--- config.mk ---
export PLATFORM = sky130hd
export DESIGN_NAME = decodificador_morse
export DESIGN_NICKNAME = d
export VERILOG_FILES = /design/src/rtl/morse_pkg.sv /design/src/rtl/sincronizador.sv /design/src/rtl/decodificador_morse.sv
export SDC_FILE = /design/constraint.sdc
export NUM_CORES = 1
export LEC_CHECK = 0
export ABC_AREA = 0
export CORE_ASPECT_RATIO = 0.75
export CORE_UTILIZATION = 40
export CTS_CLUSTER_DIAMETER = 100
export DETAILED_ROUTE_END_ITERATION = 8
export PLACE_DENSITY = 0.64
export SYNTH_ARGS = -nofsm -noshare
export SYNTH_HDL_FRONTEND = slang
export SYNTH_SLANG_ARGS = --single-unit
--- constraint.sdc ---
create_clock -name clk -period 2.02 [get_ports clk]
set_input_delay 0.404 -clock clk [delete_from_list [all_inputs] [get_ports clk]]
set_output_delay 0.404 -clock clk [all_outputs]
set_load 0.005 [all_outputs]
--- src/rtl/morse_pkg.sv ---
// Shared Morse definitions: FSM states, symbol values, digit codes and
// the code-to-digit decode used by both encoder and decoder.
package morse_pkg;

    typedef enum logic [1:0] {
        OCIOSO      = 2'd0,
        PRESSIONADO = 2'd1,
        ESPACO      = 2'd2
    } estado_t;

    localparam logic PONTO = 1'b0;
    localparam logic TRACO = 1'b1;

    // m1 is the MSB of each code, 1 = dash
    localparam logic [4:0] COD_0 = 5'b11111;
    localparam logic [4:0] COD_1 = 5'b01111;
    localparam logic [4:0] COD_2 = 5'b00111;
    localparam logic [4:0] COD_3 = 5'b00011;
    localparam logic [4:0] COD_4 = 5'b00001;
    localparam logic [4:0] COD_5 = 5'b00000;
    localparam logic [4:0] COD_6 = 5'b10000;
    localparam logic [4:0] COD_7 = 5'b11000;
    localparam logic [4:0] COD_8 = 5'b11100;
    localparam logic [4:0] COD_9 = 5'b11110;

    typedef struct packed {
        logic       valido;
        logic [3:0] digito;
    } decod_t;

    function automatic decod_t decodifica(input logic [4:0] cod);
        decod_t r;
        r.valido = 1'b1;
        r.digito = 4'd0;
        unique case (cod)
            COD_0:   r.digito = 4'd0;
            COD_1:   r.digito = 4'd1;
            COD_2:   r.digito = 4'd2;
            COD_3:   r.digito = 4'd3;
            COD_4:   r.digito = 4'd4;
            COD_5:   r.digito = 4'd5;
            COD_6:   r.digito = 4'd6;
            COD_7:   r.digito = 4'd7;
            COD_8:   r.digito = 4'd8;
            COD_9:   r.digito = 4'd9;
            default: r.valido = 1'b0;
        endcase
        return r;
    endfunction

endpackage

--- src/rtl/sincronizador.sv ---
// Two-flop synchronizer for the asynchronous key line.
// Used only when MORSE_SYNC_EN is defined.
module sincronizador (
    input  logic clk,
    input  logic reset,
    input  logic din,
    output logic dout
);

    logic meta;

    always_ff @(posedge clk or negedge reset) begin
        if (!reset) begin
            meta <= 1'b0;
            dout <= 1'b0;
        end else begin
            meta <= din;
            dout <= meta;
        end
    end

endmodule

--- src/rtl/decodificador_morse.sv ---
// Serial Morse digit receiver: times key presses into dots/dashes and
// decodes 5-symbol characters. Define MORSE_SYNC_EN to synchronize key.
module decodificador_morse
    import morse_pkg::*;
#(
    parameter int DOT_MAX  = 4,
    parameter int CHAR_GAP = 10,
    parameter int CNT_W    = 8
) (
    input  logic clk,
    input  logic reset,
    input  logic key,
    output logic a,
    output logic b,
    output logic c,
    output logic d,
    output logic m1,
    output logic m2,
    output logic m3,
    output logic m4,
    output logic m5,
    output logic ready,
    output logic erro
);

    localparam logic [CNT_W-1:0] SAT     = '1;
    localparam logic [CNT_W-1:0] UM      = CNT_W'(1);
    localparam logic [CNT_W-1:0] DOT_LIM = CNT_W'(DOT_MAX);
    localparam logic [CNT_W-1:0] GAP_LIM = CNT_W'(CHAR_GAP);

    logic ks;

`ifdef MORSE_SYNC_EN
    sincronizador u_sinc (
        .clk   (clk),
        .reset (reset),
        .din   (key),
        .dout  (ks)
    );
`else
    assign ks = key;
`endif

    estado_t          estado;
    estado_t          prox;
    logic [CNT_W-1:0] cnt_press;
    logic [CNT_W-1:0] cnt_gap;
    logic [2:0]       n_sim;
    logic             ovf;
    logic [4:0]       reg_sim;
    logic [3:0]       digito;
    logic [4:0]       cod;

    logic inicia;
    logic reinicia;
    logic soma_press;
    logic classifica;
    logic soma_gap;
    logic decide;
    logic sim;
    logic valido;
    decod_t dec;

    always_ff @(posedge clk or negedge reset) begin
        if (!reset) estado <= OCIOSO;
        else        estado <= prox;
    end

    always_comb begin
        prox = estado;
        unique case (estado)
            OCIOSO:      if (ks) prox = PRESSIONADO;
            PRESSIONADO: if (!ks) prox = ESPACO;
            ESPACO: begin
                if (cnt_gap == GAP_LIM) prox = OCIOSO;
                else if (ks)            prox = PRESSIONADO;
            end
            default:     prox = OCIOSO;
        endcase
    end

    // A full gap decodes even if the key comes back on that same sample
    always_comb begin
        inicia     = 1'b0;
        reinicia   = 1'b0;
        soma_press = 1'b0;
        classifica = 1'b0;
        soma_gap   = 1'b0;
        decide     = 1'b0;
        unique case (estado)
            OCIOSO: inicia = ks;
            PRESSIONADO: begin
                soma_press = ks;
                classifica = !ks;
            end
            ESPACO: begin
                decide   = (cnt_gap == GAP_LIM);
                reinicia = !decide && ks;
                soma_gap = !decide && !ks;
            end
            default: ;
        endcase
    end

    assign sim    = (cnt_press > DOT_LIM) ? TRACO : PONTO;
    assign dec    = decodifica(reg_sim);
    assign valido = dec.valido && (n_sim == 3'd5) && !ovf;

    always_ff @(posedge clk or negedge reset) begin
        if (!reset) begin
            cnt_press <= '0;
            cnt_gap   <= '0;
            n_sim     <= 3'd0;
            ovf       <= 1'b0;
            reg_sim   <= 5'b0;
        end else begin
            if (inicia || reinicia) cnt_press <= UM;
            if (inicia) begin
                n_sim <= 3'd0;
                ovf   <= 1'b0;
            end
            if (soma_press && cnt_press != SAT)
                cnt_press <= cnt_press + UM;
            if (classifica) begin
                cnt_gap <= UM;
                if (n_sim == 3'd5) begin
                    ovf <= 1'b1;
                end else begin
                    reg_sim <= {reg_sim[3:0], sim};
                    n_sim   <= n_sim + 3'd1;
                end
            end
            if (soma_gap) cnt_gap <= cnt_gap + UM;
            if (decide) begin
                cnt_press <= '0;
                cnt_gap   <= '0;
            end
        end
    end

    always_ff @(posedge clk or negedge reset) begin
        if (!reset) begin
            digito <= 4'd0;
            cod    <= 5'b0;
            ready  <= 1'b0;
            erro   <= 1'b0;
        end else begin
            ready <= 1'b0;
            erro  <= 1'b0;
            if (decide) begin
                if (valido) begin
                    ready  <= 1'b1;
                    digito <= dec.digito;
                    cod    <= reg_sim;
                end else begin
                    erro <= 1'b1;
                end
            end
        end
    end

    assign {a, b, c, d}         = digito;
    assign {m1, m2, m3, m4, m5} = cod;

endmodule
==> metrics.txt <==
run status finished with violations; failing checks design-rule violations; # diodes 0; post-route setup TNS 0 ns; CTS resizes 0; R2R setup slack 0.14 ns; WL/cell 13.5 um; GRT Total Usage 0.164; adder-cell share of the synthesized area 0.0366; endpoints failing hold 0; hold_buf cts 0; Pleak 1.17 nW; worst-case reg-to-reg path depth 6; syn avg cell area about 10 um^2; drt pass-1 iters 6; total power roughly 2.0 mW; Worst Tran Pin Value 0.497 ns; post-route minimum period between 1.5 and 2 ns; chip height 64.0 um; critical path class flop to flop; die width 84.7 um; io pins 14; Compound-Gate Fraction of Synth Area 0.174; Ys Warns 0; worst-path fanout max 10; Crit. End Element flop; max cap viols 0; first-pass GRT wire length 6.96 mm; DRT antenna net count 0; Yosys cell types 46; Cell Area, Placed 2350 um^2; CTS root buffer clkbuf_8; Filler cells between 400 and 500; Post-synth ARST share 1.00; GR Overflow Total 0; layout cells sized above 1 0.197; via-per-instance ratio approximately 5.4; number of global-route vias before repair 1,455; simple-gate portion of the synthesized area 0.188; nets@finish 237; # Post-CTS Setup Buffers 0; GP Congestion approximately 0.77; min-delay worst type input port to async pin; CTS tree done; Reg clk slew, reported paths about 0.080 ns; final wirelength 3.87 mm; RSZ-0062 raised after global routing false; Slew headroom 0.669; final instance area 2470 um^2; Final period util 0.930; power density cells 805 nW/um^2; sequential area share after synthesis 0.463; HPWL Detailed 2.67 mm; initial antenna violation count 0; Vias 1,541; clk_lat worst skew 0.29 ns; H-tree depth 2; Yosys reg bits 38; initial drt markers 58; fin. max-slew vios 0; Initial Utilization 0.417; Num CTS Buffers 5; Port Buffer Count 13; # clock sinks 38; Die ar. between 5000 and 6000 um^2; core box area 4930 um^2; clock skew ~0.0097 ns; Worst VDD drop 479 uV; Setup-failing EPs final 0; Max Root-Sink Buffers 2; area grow syn2layout 20.1%; Top FF cell, synth dfrtp_1; Net Count, Synth 207; largest net degree at the start of global routing 39; Worst Setup SP cnt_gap[0]; pre-CTS worst setup slack about 0.024 ns; cells after synthesis about 200; Rows 22; multiplexer area fraction after synthesis 0.0908; Post-Synth XOR/XNOR Area 0.0128; CP required 2.19 ns; setup slack after layout roughly 0.14 ns; fmax between 0.5 and 0.6 GHz; main combinational cell family by area after synthesis simple AND/OR/NAND/NOR gates; Worst R2R Start cnt_gap[0]; EDFF count, synth 0; DRC 1; reg2reg end cod[3]; Critical Path Start Type flop; Crit path arrival time 2.05 ns; Post-Syn Area 2050 um^2
==> area by class of cell <==
| type | instances | area (um^2) | area share |
|---|---|---|---|
| inverter | 10 | 37.5 | 0.0152 |
| sequential | 38 | 951 | 0.386 |
| clock buffer | 6 | 82.6 | 0.0335 |
| multi-input combinational | 142 | 1030 | 0.418 |
| timing repair buffer | 31 | 260 | 0.106 |
| tap | 60 | 75.1 | 0.0304 |
| clock inverter | 1 | 30.0 | 0.0122 |
==> synthesized netlist by cell type, types with 2 or more instances <==
master     n  share of area
dfrtp_1   38           0.46
nand2_1   14          0.026
mux2_2    13          0.071
o21ai_0   12          0.029
a21oi_1   10          0.024
inv_1     10          0.018
nand3_1   10          0.024
nand2b_1   8          0.024
ha_1       6          0.037
nor2b_1    5          0.015
a211oi_1   4          0.015
and3_1     4          0.012
buf_2      4         0.0098
clkbuf_1   4         0.0073
mux2i_1    4          0.020
nor2_1     4         0.0073
nor3_1     4         0.0098
a211o_1    3          0.013
a21o_1     3          0.011
a22o_1     3          0.013
xor2_1     3          0.013
a21boi_0   2         0.0073
a31oi_1    2         0.0061
and2_1     2         0.0061
and3b_1    2         0.0085
nand4_1    2         0.0061
nor4_1     2         0.0061
or3_1      2         0.0061
==> placed cells by master, fill, tap and decap left out, types with 3 or more instances in the layout <==
| cell | n |
|---|---|
| buf_4 | 18 |
| nor2_1 | 4 |
| mux2i_1 | 4 |
| nor2b_1 | 5 |
| nand2_1 | 14 |
| a21o_1 | 3 |
| a22o_1 | 3 |
| nor3_1 | 4 |
| clkbuf_8 | 6 |
| a21oi_1 | 10 |
| xor2_1 | 3 |
| mux2_2 | 13 |
| dfrtp_1 | 38 |
| a211oi_1 | 4 |
| inv_1 | 10 |
| clkdlybuf4s50_1 | 12 |
| o21ai_0 | 12 |
| ha_1 | 6 |
| nand3_1 | 10 |
| and3_1 | 4 |
| a211o_1 | 3 |
| nand2b_1 | 8 |
==> worst max-delay path by stage <==
stage	endpoint	slack [ns]	cells past startpoint
global route	cod[3]	0.01	6
floorplan	cod[0]	0.34	6
detailed placement	cnt_gap[6]	0.02	7
finish	cod[3]	0.14	6
CTS	cod[3]	0.12	6
global placement	cnt_press[6]	0.08	6
==> flip-flops by register name, summed over array words and instances (netlist names) <==
name / cells
estado: 2
ready: 1
reg_sim: 5
cnt_press: 8
digito: 4
ovf: 1
cod: 5
cnt_gap: 8
n_sim: 3
erro: 1
==> routing by layer <==
| metal | share of wire | global-route usage | up-vias |
|---|---|---|---|
| li1 | - | - | 787 |
| met1 | 0.55 | 0.240 | 725 |
| met2 | 0.40 | 0.237 | 25 |
| met3 | 0.044 | 0.0439 | 4 |
| met4 | 0.0098 | 0.0508 | 0 |
| met5 | 0 | 0 | - |
==> metrics by stage <==
stage | hold slack (ns) | util | cells
floorplan | 0.108 | - | 198
global placement | 0.486 | 0.478 | 281
detailed placement | 0.492 | 0.478 | 281
CTS | 0.171 | 0.501 | 288
global route | 0.193 | 0.501 | 288
finish | 0.151 | 0.501 | 288
==> cell families (layout without fill, tap and decap cells) <==
family / Yosys count / count (layout)
buffers and inverters: 18 / 48
and+or+nand+nor: 66 / 66
AOI/OAI and AO/OA: 50 / 50
DFF: 38 / 38
muxes: 17 / 17
adders and majority gates: 6 / 6
xor gates and xnor gates: 3 / 3
==> critical path, cell delays in order (launching register included) <==
cell and delay (ns):
dfrtp_1 0.42, inv_1 0.09, ha_1 0.14, and3b_1 0.25, and3_2 0.29, o2111ai_4 0.23
mux2_2 0.34
==> power breakdown <==
| group | switching [mW] | internal (mW) | leakage [nW] |
|---|---|---|---|
| logic | 0.181 | 0.182 | 0.595 |
| clock network | 0.267 | 0.395 | 0.0573 |
| registers | 0.124 | 0.835 | 0.514 |
No activity file was read; power rests on OpenSTA's default activity.
